`config.mk`:
```
export PLATFORM = sky130hd
export DESIGN_NAME = washer_motor_drive
export DESIGN_NICKNAME = d
export VERILOG_FILES = /design/src/rtl/washer_motor_drive.sv
export SDC_FILE = /design/constraint.sdc
export NUM_CORES = 1
export LEC_CHECK = 0
export BUFFER_PORTS_ARGS = -buffer_cell sky130_fd_sc_hd__buf_2
export CORE_ASPECT_RATIO = 1.2
export CORE_MARGIN = 2
export CORE_UTILIZATION = 54
export CTS_CLUSTER_DIAMETER = 120
export DETAILED_ROUTE_END_ITERATION = 10
export GPL_ROUTABILITY_DRIVEN = 1
export HOLD_SLACK_MARGIN = 0.12
export PLACE_DENSITY = 0.73
export SETUP_SLACK_MARGIN = 0.3
export SKIP_LAST_GASP = 1
export SLEW_MARGIN = 20
export SYNTH_ARGS = -nofsm -noshare
export SYNTH_HDL_FRONTEND = slang
export SYNTH_SLANG_ARGS = --single-unit
```
`constraint.sdc`:
```
create_clock -name clk -period 9.4 [get_ports clk]
set_input_delay 0.47 -clock clk [delete_from_list [all_inputs] [get_ports clk]]
set_output_delay 0.47 -clock clk [all_outputs]
set_load 0.02 [all_outputs]
```
`src/rtl/washer_motor_drive.sv`:
```
// rtl/washer_motor_drive.sv - drum motor drive: PWM soft ramps, agitation reversal, spin, lid interlock, fault latch
// Optional active braking and faster coast-down selected by MOTOR_BRAKE_EN.
module washer_motor_drive #(
    parameter int PWM_BITS       = 8,
    parameter int RAMP_DIV       = 16,
    parameter int RAMP_STEP      = 4,
    parameter int WASH_DUTY      = 128,
    parameter int RINSE_DUTY     = 96,
    parameter int SPIN_DUTY      = 255,
    parameter int AGITATE_CYCLES = 64,
    parameter int DEAD_CYCLES    = 8
) (
    input  logic                clk,
    input  logic                rst,
    input  logic                soak_en,
    input  logic                wash_en,
    input  logic                rinse_en,
    input  logic                spin_en,
    input  logic                lid,
    output logic                motor_pwm,
    output logic                motor_dir,
    output logic                motor_brake,
    output logic                lid_lock,
    output logic                motor_busy,
    output logic                fault,
    output logic [PWM_BITS-1:0] duty
);

    typedef enum logic [2:0] {S_IDLE, S_RAMP, S_RUN, S_COAST, S_DEAD, S_FAULT} state_t;

`ifdef MOTOR_BRAKE_EN
    localparam int COAST_STEP = 2 * RAMP_STEP;
`else
    localparam int COAST_STEP = RAMP_STEP;
`endif

    localparam int HOLD_MAX = (AGITATE_CYCLES > DEAD_CYCLES) ? AGITATE_CYCLES : DEAD_CYCLES;
    localparam int RCW      = $clog2(RAMP_DIV + 1);
    localparam int HCW      = $clog2(HOLD_MAX + 1);

    localparam logic [PWM_BITS:0]   STEP_UP    = RAMP_STEP[PWM_BITS:0];
    localparam logic [PWM_BITS:0]   STEP_DN    = COAST_STEP[PWM_BITS:0];
    localparam logic [PWM_BITS-1:0] WASH_T     = WASH_DUTY[PWM_BITS-1:0];
    localparam logic [PWM_BITS-1:0] RINSE_T    = RINSE_DUTY[PWM_BITS-1:0];
    localparam logic [PWM_BITS-1:0] SPIN_T     = SPIN_DUTY[PWM_BITS-1:0];
    localparam logic [RCW-1:0]      RAMP_LAST  = RCW'(RAMP_DIV - 1);
    localparam logic [HCW-1:0]      AGIT_LAST  = HCW'(AGITATE_CYCLES - 1);
    localparam logic [HCW-1:0]      DEAD_LAST  = HCW'(DEAD_CYCLES - 1);
    localparam logic [HCW-1:0]      HOLD_SAT   = '1;

    state_t              state_q, state_d;
    logic [PWM_BITS-1:0] duty_q, duty_d;
    logic [PWM_BITS-1:0] tgt_q, tgt_d;
    logic [PWM_BITS-1:0] pwm_cnt_q, pwm_cnt_d;
    logic [RCW-1:0]      ramp_cnt_q, ramp_cnt_d;
    logic [HCW-1:0]      hold_cnt_q, hold_cnt_d;
    logic                dir_q, dir_d;
    logic                pwm_q, pwm_d;
    logic                lock_q, lock_d;

    logic [2:0]          n_en;
    logic                any_en, agit_now, fault_req, tick;
    logic [PWM_BITS-1:0] target, up_sat, dn_sat;
    logic [PWM_BITS:0]   up_sum, dn_diff;

    always_comb begin
        n_en      = {2'b0, soak_en} + {2'b0, wash_en} + {2'b0, rinse_en} + {2'b0, spin_en};
        any_en    = soak_en | wash_en | rinse_en | spin_en;
        agit_now  = wash_en | rinse_en;
        fault_req = (n_en > 3'd1) | (lid & lock_q);
        tick      = (ramp_cnt_q == RAMP_LAST);
        if (wash_en)       target = WASH_T;
        else if (rinse_en) target = RINSE_T;
        else if (spin_en)  target = SPIN_T;
        else               target = '0;
        // One extra bit catches the carry out of the add and the borrow of the subtract.
        up_sum  = {1'b0, duty_q} + STEP_UP;
        dn_diff = {1'b0, duty_q} - STEP_DN;
        up_sat  = (up_sum >= {1'b0, tgt_q}) ? tgt_q : up_sum[PWM_BITS-1:0];
        dn_sat  = dn_diff[PWM_BITS] ? '0 : dn_diff[PWM_BITS-1:0];
    end

    always_comb begin
        state_d = state_q;
        duty_d  = duty_q;
        tgt_d   = tgt_q;
        dir_d   = dir_q;
        if (fault_req) begin
            state_d = S_FAULT;
            duty_d  = '0;
            dir_d   = 1'b0;
        end else begin
            case (state_q)
                S_IDLE: if (target != '0) begin
                    state_d = S_RAMP;
                    tgt_d   = target;
                    dir_d   = 1'b0;
                end
                S_RAMP: if (target != tgt_q) begin
                    state_d = S_COAST;
                end else if (tick) begin
                    duty_d = up_sat;
                    if (up_sat == tgt_q) state_d = S_RUN;
                end
                S_RUN: if (target != tgt_q || (agit_now && hold_cnt_q == AGIT_LAST)) begin
                    state_d = S_COAST;
                end
                S_COAST: if (duty_q == '0) begin
                    state_d = S_DEAD;
                end else if (tick) begin
                    duty_d = dn_sat;
                    if (dn_sat == '0) state_d = S_DEAD;
                end
                S_DEAD: if (hold_cnt_q == DEAD_LAST) begin
                    if (target == tgt_q && agit_now) begin
                        dir_d   = ~dir_q;
                        state_d = S_RAMP;
                    end else if (target != '0) begin
                        dir_d   = 1'b0;
                        tgt_d   = target;
                        state_d = S_RAMP;
                    end else begin
                        state_d = S_IDLE;
                    end
                end
                S_FAULT: if (!any_en && !lid) state_d = S_IDLE;
                default: state_d = S_IDLE;
            endcase
        end
    end

    always_comb begin
        pwm_cnt_d  = pwm_cnt_q + 1'b1;
        pwm_d      = (pwm_cnt_d < duty_d);
        lock_d     = spin_en | (duty_d != '0) | (state_d == S_RAMP) | (state_d == S_RUN);
        ramp_cnt_d = (state_d != state_q || tick) ? '0 : ramp_cnt_q + 1'b1;
        if (state_d != state_q)       hold_cnt_d = '0;
        else if (hold_cnt_q == HOLD_SAT) hold_cnt_d = hold_cnt_q;
        else                          hold_cnt_d = hold_cnt_q + 1'b1;
    end

    always_ff @(posedge clk or posedge rst) begin
        if (rst) begin
            state_q    <= S_IDLE;
            duty_q     <= '0;
            tgt_q      <= '0;
            pwm_cnt_q  <= '0;
            ramp_cnt_q <= '0;
            hold_cnt_q <= '0;
            dir_q      <= 1'b0;
            pwm_q      <= 1'b0;
            lock_q     <= 1'b0;
        end else begin
            state_q    <= state_d;
            duty_q     <= duty_d;
            tgt_q      <= tgt_d;
            pwm_cnt_q  <= pwm_cnt_d;
            ramp_cnt_q <= ramp_cnt_d;
            hold_cnt_q <= hold_cnt_d;
            dir_q      <= dir_d;
            pwm_q      <= pwm_d;
            lock_q     <= lock_d;
        end
    end

    assign motor_pwm  = pwm_q;
    assign motor_dir  = dir_q;
    assign lid_lock   = lock_q;
    assign motor_busy = (state_q != S_IDLE);
    assign fault      = (state_q == S_FAULT);
    assign duty       = duty_q;
`ifdef MOTOR_BRAKE_EN
    assign motor_brake = (state_q == S_COAST) | (state_q == S_DEAD) | (state_q == S_FAULT);
`else
    assign motor_brake = 1'b0;
`endif

endmodule

```
==> flow_summary_export.csv <==
group,metric,value,unit
yosys,synth_top_family_by_area,"simple AND/OR/NAND/NOR gates",
power_and_ir_drop,peakVddDrop,141.8,uV
route,dr.pass1.iters,4,
route,routedWlPerCell,17.51,um
yosys,synth_cell_types,75,
worst_setup_path,critPathSlowestCell,"dfrtp_1",
worst_setup_path,crit_path_start_kind,"flip-flop",
layout,diodes,0,
yosys,synth.cell_area,2898,sq um
sta,clock.fmax,243.1,MHz
yosys,ys.warnings.count,0,
yosys,synth_ff_type,"dfrtp_1",
clock_tree,cts.htree.levels,2,
clock_tree,postCtsSetupRepairBufs,0,
floorplanning,io_pins,21,
placement,place.gp.congestion,1.001,
power_and_ir_drop,leakagePower,1.403,nW
placement,port_buffers,19,
worst_setup_path,endpoint_kind,"flip-flop",
grt,grt_max_degree,38,
layout,multi_input_area,1800,sq um
sta,slew_violations,0,
grt,grt_pass1_vias,2490,
yosys,synth.avg_cell_area,8.781,sq um
yosys,async_flop_share,1.000,
yosys,synth_cells,330,
yosys,synth-edff-count,0,
worst_setup_path,reg2reg_from,"duty[2]",
yosys,ys_ff_latch,37,
sta,hold_violations,0,
worst_setup_path,cp.arrival,4.33,ns
worst_setup_path,crit_required,9.62,ns
yosys,synthMuxAreaShare,0.01036,
power_and_ir_drop,total_power,0.0004361,W
clock_tree,clock-root-buffer,"clkbuf_8",
route,via_count,2566,
grt,grt_first_pass_wirelength,11900,um
sta,grt_setup_unrepaired,"no",
sta,post-route-min-period,4.113,ns
yosys,synth_compound_area_frac,0.2224,
hold_path,hp-class,"in -> async",
sta,clock_skew,0.006909,ns
worst_setup_path,reg2regPathDepth,15,
yosys,synthAdderAreaFrac,0.1062,
floorplanning,die_area,5970,sq um
clock_tree,cts_buffers,5,
clock_tree,ctsHoldBuffers,0,
layout,area_delta_synth_final,7.772,%
layout,finalNonFillerCells,406,
clock_tree,cts_resized,0,
sta,post-route-period-util,0.4376,
floorplanning,die_y,84.25,um
layout,fillerInstances,473,
worst_setup_path,cp.depth,15,
job,cap_viol_max_count,0,
grt,antenna_found_initial,0,
route,wl,7109,um
sta,whs,0.2787,ns
worst_setup_path,crit_type,"reg -> reg",
clock_tree,insertion_delay,0.29,ns
yosys,synth_top_area_frac,0.3195,
clock_tree,cts_tree,"built",
clock_tree,clock_tree.buffer_depth,2,
layout,layout.nets,374,
layout,drive_gt1_frac,0.1250,
outcome,status,"finished, final reports clean",
clock_tree,clock-sinks,37,
route,drtAntennaViolNets,0,
worst_setup_path,cpPeakStageDelay,0.55,ns
worst_setup_path,cp_max_fo,12,
floorplanning,core_area,5225,sq um
worst_setup_path,cp_top_family,"compound AO/OA/AOI/OAI gates",
layout,ff_latch_area,925.9,sq um
yosys,synth_seq_area_share,0.3195,
grt,grt-ovfl-total,0,
worst_setup_path,critPathBufInv,0,
worst_setup_path,crit_chain,"ha_1 > nand3_1 > xnor2_1 > ha_1 > a21oi_1 > o22ai_1 > a211oi_4 > nand3_1 > a311oi_1 > o21ai_0 > ha_1 > a21o_1 > a211oi_1 > nand2_1 > o21ai_0",
route,drtIter0Drc,162,
worst_setup_path,crit_start,"duty[2]",
route,drc_errors,0,
yosys,synthSimpleGateAreaFrac,0.2250,
grt,grt_usage,0.2490,
floorplanning,rows,29,
yosys,yosysTopAreaCell,"dfrtp_1",
sta,setup_tns,0,ns
yosys,synth_xor_xnor_area_share,0.05613,
power_and_ir_drop,power_density,139.6,nW/um^2
floorplanning,start_util,0.5546,
floorplanning,die-width,70.87,um
route,viasPerCell,6.320,
placement,dp_hpwl,5356,um
sta,slew_headroom,0.3554,
sta,setup_violations,0,
yosys,yosys-top-cells-area,"dfrtp_1 (32%), ha_1 (9.9%), inv_1 (3.5%)",
placement,dp.cells,398,
layout,layout_common_cells,"dfrtp_1 (37), inv_1 (27), nor2_1 (25)",
worst_setup_path,path_common_cell,"ha_1",
sta,worstMarginPinSlew,0.9668,ns
yosys,synth_nets,361,
clock_tree,path_clk_slew,0.08,ns
layout,final_common_cell,"dfrtp_1",
==> registers in the layout, indices dropped and copies added (netlist names), 3 cells and up <==
register and cells:
hold_cnt_q 7, duty 8, state_q 3, ramp_cnt_q 5, tgt_q 3, pwm_cnt_q 8
==> cell usage after synthesis (all sizes together) (3+ instances only) <==
cell,number
dfrtp,37
buf,7
a211oi,5
mux2i,3
xnor2,10
a31oi,4
xor2,6
and3,6
nor2,26
a21o,4
o21ai,14
and2,3
a21oi,20
nand3b,3
clkbuf,7
o21a,3
nor3b,3
ha,23
inv,27
nor3,10
o211ai,6
nand2b,3
nand4,6
nor4b,5
nor4,4
nand2,19
nand3,15
==> final timing paths <==
path	endpoint	slack (ns)
setup / recovery	motor_pwm	5.29
hold / removal	pwm_cnt_q[5]	0.28
setup reg to reg	motor_pwm	5.29
hold reg to reg	ramp_cnt_q[0]	0.47
max in group asynchronous	motor_dir	8.78
min in group clk	ramp_cnt_q[0]	0.47
==> worst reg2reg max path: cells and delay by family (launching register included) <==
family	cells	cell delay, ns
compound gates	8	1.76
fa+ha+maj	3	0.96
flops	1	0.55
xor+xnor	1	0.42
simple gates	3	0.35
==> power breakdown <==
part | total, W | internal (W) | switching, W
Combinational | 0.0000888 | 0.0000406 | 0.0000482
Sequential | 0.000207 | 0.000184 | 0.0000231
Clock | 0.000141 | 0.0000794 | 0.0000611
Total | 0.000436 | 0.000304 | 0.000132
==> logic make-up (layout without fill, tap and decap cells) <==
| family | after synthesis | count (layout) |
|---|---|---|
| AO/OA/AOI/OAI | 90 | 90 |
| XOR/XNOR | 17 | 17 |
| adder cells (fa/ha/maj) | 24 | 24 |
| buffers and inverters | 41 | 55 |
| flip-flops | 37 | 37 |
| multiplexers | 3 | 3 |
| other | 1 | 1 |
| AND/OR/NAND/NOR | 117 | 117 |
==> stage by stage <==
step                cell area [sq um]  utilization  setup WS (ns)
finish                           3123       0.5977          5.287
global route                     3123       0.5977          4.940
CTS                              3123       0.5977          5.347
detailed placement               3008       0.5757          5.374
global placement                 3008       0.5757          5.566
floorplan                        2898            -          5.942
==> per-layer routing <==
metal	share of wire	track usage
met2	0.51	0.4223
met1	0.42	0.3213
met4	0.018	0.09434
met5	0	0
met3	0.052	0.03481
==> layout make-up <==
type                            instances  area share
Sequential cell                        37      0.2965
Tap cell                               62     0.02484
Inverter                               27     0.03245
Clock inverter                          3     0.01482
Multi-Input combinational cell        252      0.5765
Timing Repair Buffer                   20     0.03285
Clock buffer                            5     0.02204
Note: power is estimated with default switching activity, not from simulation.
